`src/rtl/cvtsw_seq.sv`:
```
// cvt.s.w: signed 32-bit integer to binary32, shift-loop normalizer.
// Define CVTSW_RNE_EN for round-to-nearest-even; default truncates.
module cvtsw_seq #(
    parameter int SHIFT_STEP = 1
) (
    input  logic        clk,
    input  logic        resetn,
    input  logic        in_valid,
    output logic        in_ready,
    input  logic [31:0] in_data,
    output logic        out_valid,
    input  logic        out_ready,
    output logic [31:0] out_data,
    output logic        out_inexact
);

    typedef enum logic [1:0] {
        IDLE,
        NORM,
        OUT
    } state_t;

    state_t      state;
    logic        sign;
    logic [31:0] m;
    logic [7:0]  exp;

    logic [31:0] mag;
    logic [22:0] frac;
    logic        guard;
    logic        sticky;
    logic        inexact;
    logic        top_zero;
    logic [30:0] packed_mag;

    always_comb begin
        mag      = in_data[31] ? (~in_data + 32'd1) : in_data;
        frac     = m[30:8];
        guard    = m[7];
        sticky   = |m[6:0];
        inexact  = guard | sticky;
        top_zero = (m[31 -: SHIFT_STEP] == '0);
`ifdef CVTSW_RNE_EN
        // A carry out of frac lands in exp, which is the overflow bump.
        packed_mag = {exp, frac}
                   + {30'd0, guard & (sticky | frac[0])};
`else
        packed_mag = {exp, frac};
`endif
    end

    always_ff @(posedge clk or negedge resetn) begin
        if (!resetn) begin
            state       <= IDLE;
            in_ready    <= 1'b0;
            out_valid   <= 1'b0;
            out_data    <= 32'd0;
            out_inexact <= 1'b0;
            sign        <= 1'b0;
            m           <= 32'd0;
            exp         <= 8'd0;
        end else begin
            unique case (state)
                IDLE: begin
                    in_ready <= 1'b1;
                    if (in_valid && in_ready) begin
                        in_ready <= 1'b0;
                        sign     <= in_data[31];
                        m        <= mag;
                        exp      <= 8'd158;
                        if (in_data == 32'd0) begin
                            out_data    <= 32'd0;
                            out_inexact <= 1'b0;
                            state       <= OUT;
                        end else begin
                            state <= NORM;
                        end
                    end
                end
                NORM: begin
                    if (m[31]) begin
                        out_data    <= {sign, packed_mag};
                        out_inexact <= inexact;
                        state       <= OUT;
                    end else if (top_zero) begin
                        m   <= m << SHIFT_STEP;
                        exp <= exp - 8'(SHIFT_STEP);
                    end else begin
                        m   <= m << 1;
                        exp <= exp - 8'd1;
                    end
                end
                OUT: begin
                    // Result registers settle one cycle before out_valid.
                    if (!out_valid) begin
                        out_valid <= 1'b1;
                    end else if (out_ready) begin
                        out_valid <= 1'b0;
                        in_ready  <= 1'b1;
                        state     <= IDLE;
                    end
                end
                default: state <= IDLE;
            endcase
        end
    end

endmodule

```
`config.mk`:
```
export PLATFORM = sky130hd
export DESIGN_NAME = cvtsw_seq
export DESIGN_NICKNAME = d
export VERILOG_FILES = /design/src/rtl/cvtsw_seq.sv
export SDC_FILE = /design/constraint.sdc
export NUM_CORES = 1
export LEC_CHECK = 0
export ABC_AREA = 1
export BUFFER_PORTS_ARGS = -buffer_cell sky130_fd_sc_hd__buf_2
export CAP_MARGIN = 20
export CORE_ASPECT_RATIO = 0.75
export CORE_MARGIN = 2
export CORE_UTILIZATION = 51
export CTS_CLUSTER_DIAMETER = 40
export CTS_CLUSTER_SIZE = 30
export DETAILED_ROUTE_END_ITERATION = 7
export GPL_TIMING_DRIVEN = 0
export PLACE_DENSITY = 0.76
export REMOVE_ABC_BUFFERS = 1
export SYNTH_ARGS = -nofsm -noshare
export SYNTH_HDL_FRONTEND = slang
export SYNTH_SLANG_ARGS = --single-unit
```
`constraint.sdc`:
```
create_clock -name clk -period 1.6 [get_ports clk]
set_input_delay 0.08 -clock clk [delete_from_list [all_inputs] [get_ports clk]]
set_output_delay 0.08 -clock clk [all_outputs]
set_load 0.01 [all_outputs]
```
After elaboration in Yosys (flattened, before gate mapping)
Cells that the tools add are included.
{ "word_totals": {"output_inout_bits": 35, "word_cells": 60, "register_bits": 78} }
{ "op_classes": {"reduce_logical": 12, "n_addsub": 2, "mux": 27, "n_bitwise": 2, "n_eq_ne": 8} }
{ "op_table": {"columns": ["op", "n"], "rows": [
  ["$mux 32", 6],
  ["$pmux 32 s2", 2],
  ["$add 32x1->32 const B", 1],
  ["$logic_not 32->1", 1],
  ["$not 32->32", 1],
  ["$mux 8", 2],
  ["$pmux 8 s2", 1],
  ["$ne 2x2->1 const B", 6],
  ["$mux 2", 5],
  ["$mux 1", 8],
  ["$reduce_and 4->1", 2],
  ["$sub 8x1->8 const B", 1],
  ["$reduce_or 7->1", 1],
  ["$pmux 2 s3", 1],
  ["$reduce_and 3->1", 2],
  ["$pmux 1 s2", 2],
  ["$reduce_and 2->1", 2],
  ["$reduce_bool 2->1", 2],
  ["$eq 2x1->1 const B", 1],
  ["$eq 2x2->1 const B", 1],
  ["$logic_not 2->1", 1],
  ["$logic_and 1x1->1", 1],
  ["$or 1x1->1", 1]
]} }

Longest topological paths before layout
Gate-level depths: netlist of the first run.
{ "logic_depth": {"ltp_word": 5, "mapped_depth": 11, "mapped_depth_nobuf": 10} }

Worst setup path after synthesis of the first run
OpenSTA, ideal clock, no wires.
{ "synth_path": {"path_kind": "flip-flop to flip-flop", "start": "register state[0]", "end": "register out_data[0]", "setup_time_ns": 0.130, "synth_period_minus_slack_ns": 1.474, "path_stages_with_launch": 11, "slack_ns": 0.126, "arrival_time_ns": 1.343, "path_buffers": 2, "path_cell_list": "dfrtp_1 > nor2_2 > inv_2 > nor2_8 > inv_4 > o21ai_2 > nand2_2 > buf_6 > buf_6 > nand2_2 > o21ai_1"} }
{ "synth_between": {"elab_chain_cells": 3} }
{ "synth_lines": {"columns": ["item", "line", "text"], "rows": [
  ["start, declared", "23", "state_t state;"],
  ["start signal, assigned", "54", "state <= IDLE;"],
  ["start signal, assigned", "74", "state <= OUT;"],
  ["start signal, assigned", "76", "state <= NORM;"],
  ["$eq 2x1->1 / $logic_not 2->1 (equally long branches)", "63", "unique case (state)"],
  ["$ne 2x2->1 (no source line) / $reduce_bool 2->1 (equally long branches)", null, null],
  ["$reduce_and 4->1 (no source line)", null, null],
  ["end signal, assigned", "82", "out_data <= {sign, packed_mag};"],
  ["end, declared", "13", "output logic [31:0] out_data,"]
]} }
Parallel ways exist; a longest one is shown, timed or not.
A chain may end at the register's enable or synchronous reset.

Worst setup path in the final report of the first run
{ "layout_path": {"start": "register state[0]", "end": "register exp[4]"} }
{ "layout_between": {"elab_chain_cells": 3} }
{ "layout_lines": {"columns": ["item", "line", "text"], "rows": [
  ["$eq 2x1->1 / $logic_not 2->1 (equally long branches)", "63", null],
  ["$ne 2x2->1 (no source line) / $reduce_bool 2->1 (equally long branches)", null, null],
  ["$reduce_and 3->1 (no source line)", null, null],
  ["end signal, assigned", "87", "exp <= exp - 8'(SHIFT_STEP);"],
  ["end signal, assigned", "90", "exp <= exp - 8'd1;"],
  ["end, declared", "26", "logic [7:0] exp;"]
]} }
Parallel ways exist; a longest one is shown, timed or not.

==> results.tsv, run 1 <==
metric	value	unit
Worst Setup Start Kind	register	
post-synthesis cell type count	35	
Die Area	9460	µm²
CP max stage cell	dfrtp_2	
time the worst path needs with I/O delays and setup	1.56	ns
PwrDens	1920	nW/µm²
Final Hold Viols	0	
Mapped Cells	608	
core area	8450	µm²
WL final	12200	µm
critical setup path kind	reg -> reg	
Routed Antenna Nets	0	
die width	112	µm
Antenna Cells	0	
Placer Congestion	0.944	
routed wl met2	5610	µm
Post-Route Utilization	64.7	%
Yosys Warn Count	0	
crit-path cells	buf_12, nand2_8, nor2_4, nor2_4, buf_4, nor3_4, inv_2, o21ai_2, nand3_1	
slowest stage delay, CP	0.43	ns
Post-Synthesis Cell Area	4430	µm²
P_leak	2.61	nW
share of layout cells above drive strength 1	22.4	%
Area Growth Syn to Fin	23.4	%
Yosys reg bits	78	
CP required	1.83	ns
grt ovf	0	
crit path DAT	1.79	ns
Reg clk slew, reported paths	0.06	ns
delay-heaviest family, CP	simple AND/OR/NAND/NOR gates	
hpwl dp	7580	µm
drt wl/cell	15.2	µm
Slew headroom	60.7	%
DRC	0	
TritonCTS buffer count	9	
Peak Freq	639	MHz
# rows	29	
Crit path top cell by count	nor2_4	
top layer in use	met4	
drt pass-1 iters	6	
Ports	71	
total track usage	26.6	%
MaxCap Viol Count	0	
setup TNS	0	ns
Avg Synthesized Cell Area	7.29	µm²
VDD IR-drop max	1.18	mV
clock latency on the worst-skew pair	0.35	ns
RSZ-0062 raised after global routing	true	
Metal-1 WL	5410	µm
CP Max Fanout	5	
CP bufs+invs	3	
via count	4431	
vias in the first global route	4175	
crit path capture type	register	
final setup violating endpoints	0	
vias per cell	5.53	
Iter 0 DRT Violations	381	
sequential area share after synthesis	44.0	%
first-pass GRT wire length	20100	µm
Die Y	84.8	µm
Hold WC Path Type	in -> reg	
Final Cycle Share	97.8	%
met3 wire length	1050	µm
CTS sink count	78	
Root Buffer	clkbuf_16	
CTS tree	yes	
effective utilization at floorplan	52.4	%
Clock Path Buffers	2	
Clock Skews	0.00601	ns
Final Max Slew Viols	0	
nets	726	
status	finished, final reports clean	
largest net degree at the start of global routing	60	
H-tree level count	3	
port bufs	70	
antenna violations before repair	0	
Worst Max-Slew Pin Slew	0.590	ns
-- per-stage QoR --
stage	instances	instance area (µm²)	worst slack (ns)	power, mW	hold WS, ns
after CTS	795	5340	0.0120	10.2	0.0366
after floorplan	581	4290	-0.379	6.06	-0.216
after detailed placement	761	4820	-1.06	7.34	-0.0196
after global placement	759	4770	-1.00	7.15	0.395
after global routing	801	5470	-0.0405	11.2	0.0679
final	801	5470	0.0353	10.5	0.0466
-- final cells by class --
cell class                 count  area (µm²)
multi-input combinational    464        2260
fill                         754        2980
tap                          108         135
timing repair buffer          93         611
clock buffer                  11         253
inverter                      42         173
sequential                    78        1950
clock inverter                 5        81.3
-- registers in the layout (all words and copies together), names as in the netlist --
register and cells:
exp 8, in_ready 1, m 32, out_data 32, out_inexact 1, out_valid 1
sign 1, state 2
-- synthesized netlist by cell type --
library cell	instances	share of area, %
nor2_4	3	0.76
nor3_1	2	0.23
o21ai_2	5	0.99
xor2_1	1	0.20
o311ai_0	1	0.20
clkbuf_2	1	0.11
nand2_1	158	13
buf_6	4	1.0
nand2_2	13	1.8
nor2_8	1	0.45
or2_2	2	0.28
clkbuf_1	10	0.85
nand3_1	49	5.5
buf_2	10	1.1
buf_1	2	0.17
o21ai_0	19	2.1
xnor2_1	1	0.20
nor4_1	2	0.28
o211ai_1	2	0.34
nor2_1	84	7.1
nand3b_1	8	1.4
a21oi_1	46	5.2
inv_4	1	0.14
nand4_1	3	0.42
o31ai_1	1	0.17
dfrtp_1	78	44
ha_1	2	0.56
o221ai_1	3	0.59
nor2_2	5	0.71
o22ai_1	1	0.14
inv_2	4	0.34
inv_1	36	3.0
a31oi_1	18	2.5
clkinv_1	1	0.085
o21ai_1	31	3.5
-- layout by cell type, fill, tap and decap left out, types with 3 or more instances in the layout --
cell and n:
o21ai_0 17, nand4_1 3, dfrtp_1 76, o21ai_1 32, a21oi_1 46, buf_2 69, buf_4 16, inv_2 3
o21ai_2 5, buf_12 3, nor2_1 84, clkbuf_16 10, inv_1 34, nand3b_1 8, a31oi_1 18, o221ai_1 3
inv_4 4, nand2_2 13, nand3_1 48, nor2_4 5, nor2_2 4, nand2_1 157
-- worst reg2reg max path: stages (launching register included) --
cell and delay, ns:
dfrtp_2 0.43, buf_12 0.13, nand2_8 0.07, nor2_4 0.17
nor2_4 0.09, buf_4 0.15, nor3_4 0.15, inv_2 0.07
o21ai_2 0.12, nand3_1 0.08
-- metal layers --
| layer | track usage (%) | vias up |
|---|---|---|
| met5 | 0 | - |
| met4 | 7.07 | 0 |
| met3 | 5.92 | 14 |
| met2 | 42.2 | 166 |
| met1 | 37.1 | 2076 |
| li1 | - | 2175 |
-- where the power goes --
group / internal [mW] / switching [mW] / leakage (nW)
Combinational: 1.84 / 2.92 / 1.50
Clock: 1.45 / 0.817 / 0.162
Sequential: 2.86 / 0.616 / 0.947
-- worst paths after layout --
kind                              start      endpoint  slack, ns  cells past startpoint
max                            state[0]        exp[4]       0.04                      9
min                         in_data[30]         m[30]       0.05                      4
max reg2reg                    state[0]        exp[4]       0.04                      9
min reg2reg                out_data[20]  out_data[20]       0.48                      2
max in group asynchronous        resetn      state[1]       0.85                      3
min in group asynchronous        resetn  out_data[10]       0.16                      2
-- cells by family (layout without fill, tap and decap cells) --
family | Yosys count | count (layout) | synth area share [%]
buffers and inverters | 69 | 151 | 6.88
adders and majority gates | 2 | 2 | 0.564
and+or+nand+nor | 330 | 333 | 32.3
AOI/OAI and AO/OA | 127 | 127 | 15.8
xor gates and xnor gates | 2 | 2 | 0.395
DFF | 78 | 78 | 44.0
-- timing repair --
| item | CTS | global route |
|---|---|---|
| setup buffers | 14 | 4 |
| endpoints found under the setup margin | 75 | 68 |
| pin swaps | 6 | 4 |
| gates cloned | 3 | 2 |
| resized for setup | 12 | 13 |
| hold buffers | 1 | 0 |
| endpoints found under the hold margin | 78 | 0 |
Power figures use the tool's default switching activity.
==> inputs of run 2 (changes only) <==
--- a/config.mk
+++ b/config.mk
@@ -6,12 +6,12 @@
 export NUM_CORES = 1
 export LEC_CHECK = 0
 export ABC_AREA = 1
-export BUFFER_PORTS_ARGS = -buffer_cell sky130_fd_sc_hd__buf_2
+export BUFFER_PORTS_ARGS = -buffer_cell sky130_fd_sc_hd__buf_4
 export CAP_MARGIN = 20
 export CORE_ASPECT_RATIO = 0.75
 export CORE_MARGIN = 2
 export CORE_UTILIZATION = 51
-export CTS_CLUSTER_DIAMETER = 40
+export CTS_CLUSTER_DIAMETER = 80
 export CTS_CLUSTER_SIZE = 30
 export DETAILED_ROUTE_END_ITERATION = 7
 export GPL_TIMING_DRIVEN = 0
==> results.tsv, run 2 (synthesized netlist as in run 1, its figures left out) <==
metric	value	unit	change
grt ovf	0		unchanged
H-tree level count	3		unchanged
area of the multi-input gates	2290	µm²	+0.99%
crit path capture type	register		
Die Area	9460	µm²	unchanged
P_leak	2.66	nW	+1.8%
core area	8450	µm²	unchanged
clock latency on the worst-skew pair	0.34	ns	about the same
Root Buffer	clkbuf_16		
share of layout cells above drive strength 1	23.3	%	+0.92 points
Worst Setup Start Kind	register		
most common cell after layout, fill and taps aside	nand2_1		
Slew headroom	68.3	%	+7.6 points
Final Worst Setup Slack	-0.0360	ns	-0.0713 ns
hpwl dp	7630	µm	+0.73%
via count	4503		+1.6%
port bufs	70		unchanged
crit path DAT	1.89	ns	+0.10 ns
Ports	71		unchanged
Worst Max-Slew Pin Slew	0.470	ns	-0.119 ns
Area Growth Syn to Fin	28.4	%	
WL final	12600	µm	+3.5%
Iter 0 DRT Violations	481		+26%
first-pass GRT wire length	19700	µm	-2.2%
RSZ-0062 raised after global routing	true		
die width	112	µm	unchanged
WHS	0.0338	ns	-0.0128 ns
Antenna Cells	0		unchanged
effective utilization at floorplan	52.4	%	unchanged
Final Hold Viols	0		unchanged
fill cell count	725		-3.8%
Regs by FF count	m x32, out_data x32, exp x8		
DRC	0		unchanged
Die Y	84.8	µm	unchanged
drt wl/cell	15.6	µm	+2.6%
CP Max Fanout	8		+3
time the worst path needs with I/O delays and setup	1.64	ns	+0.0713 ns
antenna violations before repair	0		unchanged
dpl ws	-1.11	ns	-0.0581 ns
largest net degree at the start of global routing	79		+32%
CTS tree	yes		
Final Max Slew Viols	0		unchanged
TritonCTS buffer count	9		unchanged
most frequent cells in the layout	158 x nand2_1, 87 x buf_4, 83 x nor2_1		
Clock Path Buffers	2		unchanged
Placer Congestion	0.914		-3.1%
Reg clk slew, reported paths	0.06	ns	about the same
placement-stage cell area	4970	µm²	+3.0%
violated checks	negative setup slack		
Hold WC Path Type	in -> reg		
vias per cell	5.57		+0.74%
Routed Antenna Nets	0		unchanged
CP required	1.86	ns	+0.03 ns
# rows	29		unchanged
total track usage	26.1	%	-0.49 points
PwrDens	1890	nW/µm²	-1.7%
final setup violating endpoints	9		+9
vias in the first global route	4143		-0.77%
drt pass-1 iters	6		unchanged
Peak Freq	611	MHz	-4.4%
register area	1950	µm²	unchanged
Final Cycle Share	102	%	+4.5 points
critical setup path kind	reg -> reg		
status	finished with violations		
VDD IR-drop max	1.09	mV	-7.3%
nets	733		+0.96%
Post-Route Utilization	67.4	%	+2.6 points
R2R setup slack	-0.04	ns	-0.07 ns
Clock Skews	0.00649	ns	+0.000478 ns
CTS sink count	78		unchanged
MaxCap Viol Count	0		unchanged
fin area	5700	µm²	+4.1%
run 2: worst max-delay path, cell delays in order, from the launching register on:
cell and delay (ns):
dfrtp_2 0.46, buf_12 0.15, nand2_8 0.10, nor2_4 0.07, nor2_4 0.33, buf_6 0.21
a31oi_1 0.05, a21oi_1 0.17
run 2: path summary, 6_finish.rpt:
kind,from,to,cells past startpoint
setup reg to reg,state[0],m[24],7
hold reg to reg,out_data[19],out_data[19],2
setup / recovery,state[0],m[24],7
max in group asynchronous,resetn,state[1],3
min in group asynchronous,resetn,out_data[10],2
hold / removal,in_data[30],m[30],4
run 2: area by class of cell:
type / instances / share of cell area, %
Clock inverter: 5 / 0.615
Clock buffer: 11 / 4.26
Inverter: 42 / 3.16
Sequential cell: 78 / 34.3
Tap cell: 108 / 2.37
Multi-Input combinational cell: 465 / 40.2
Timing Repair Buffer: 99 / 15.1
run 2: what timing repair did:
item / CTS / global route
pin swaps: 6 / 14
gates cloned: 2 / 3
hold buffers: 1 / 0
endpoints found under the hold margin: 78 / 0
setup buffers: 13 / 12
endpoints found under the setup margin: 75 / 73
resized for setup: 13 / 20
run 2: power by group:
| group | switching, mW | leakage [nW] | total [mW] | internal [mW] |
|---|---|---|---|---|
| clock network | 0.822 | 0.124 | 1.91 | 1.09 |
| registers | 0.647 | 0.947 | 3.50 | 2.86 |
| logic | 3.05 | 1.59 | 5.32 | 2.27 |
run 2: metrics by stage:
stage	setup TNS, ns	std cells	power (mW)
after floorplan	-23.35	581	6.06
after global placement	-64.96	759	7.39
after detailed placement	-57.77	760	7.60
after CTS	-0.0187	792	10.1
after global routing	-4.28	808	11.5
final	-0.116	808	10.7
run 2: per-layer routing:
layer | vias up | global-route usage [%] | routed length [µm]
met1 | 2103 | 34.7 | 5600
met5 | - | 0 | 0
met3 | 29 | 5.99 | 908
met4 | 0 | 10.4 | 331
met2 | 184 | 41.6 | 5800
li1 | 2187 | - | -
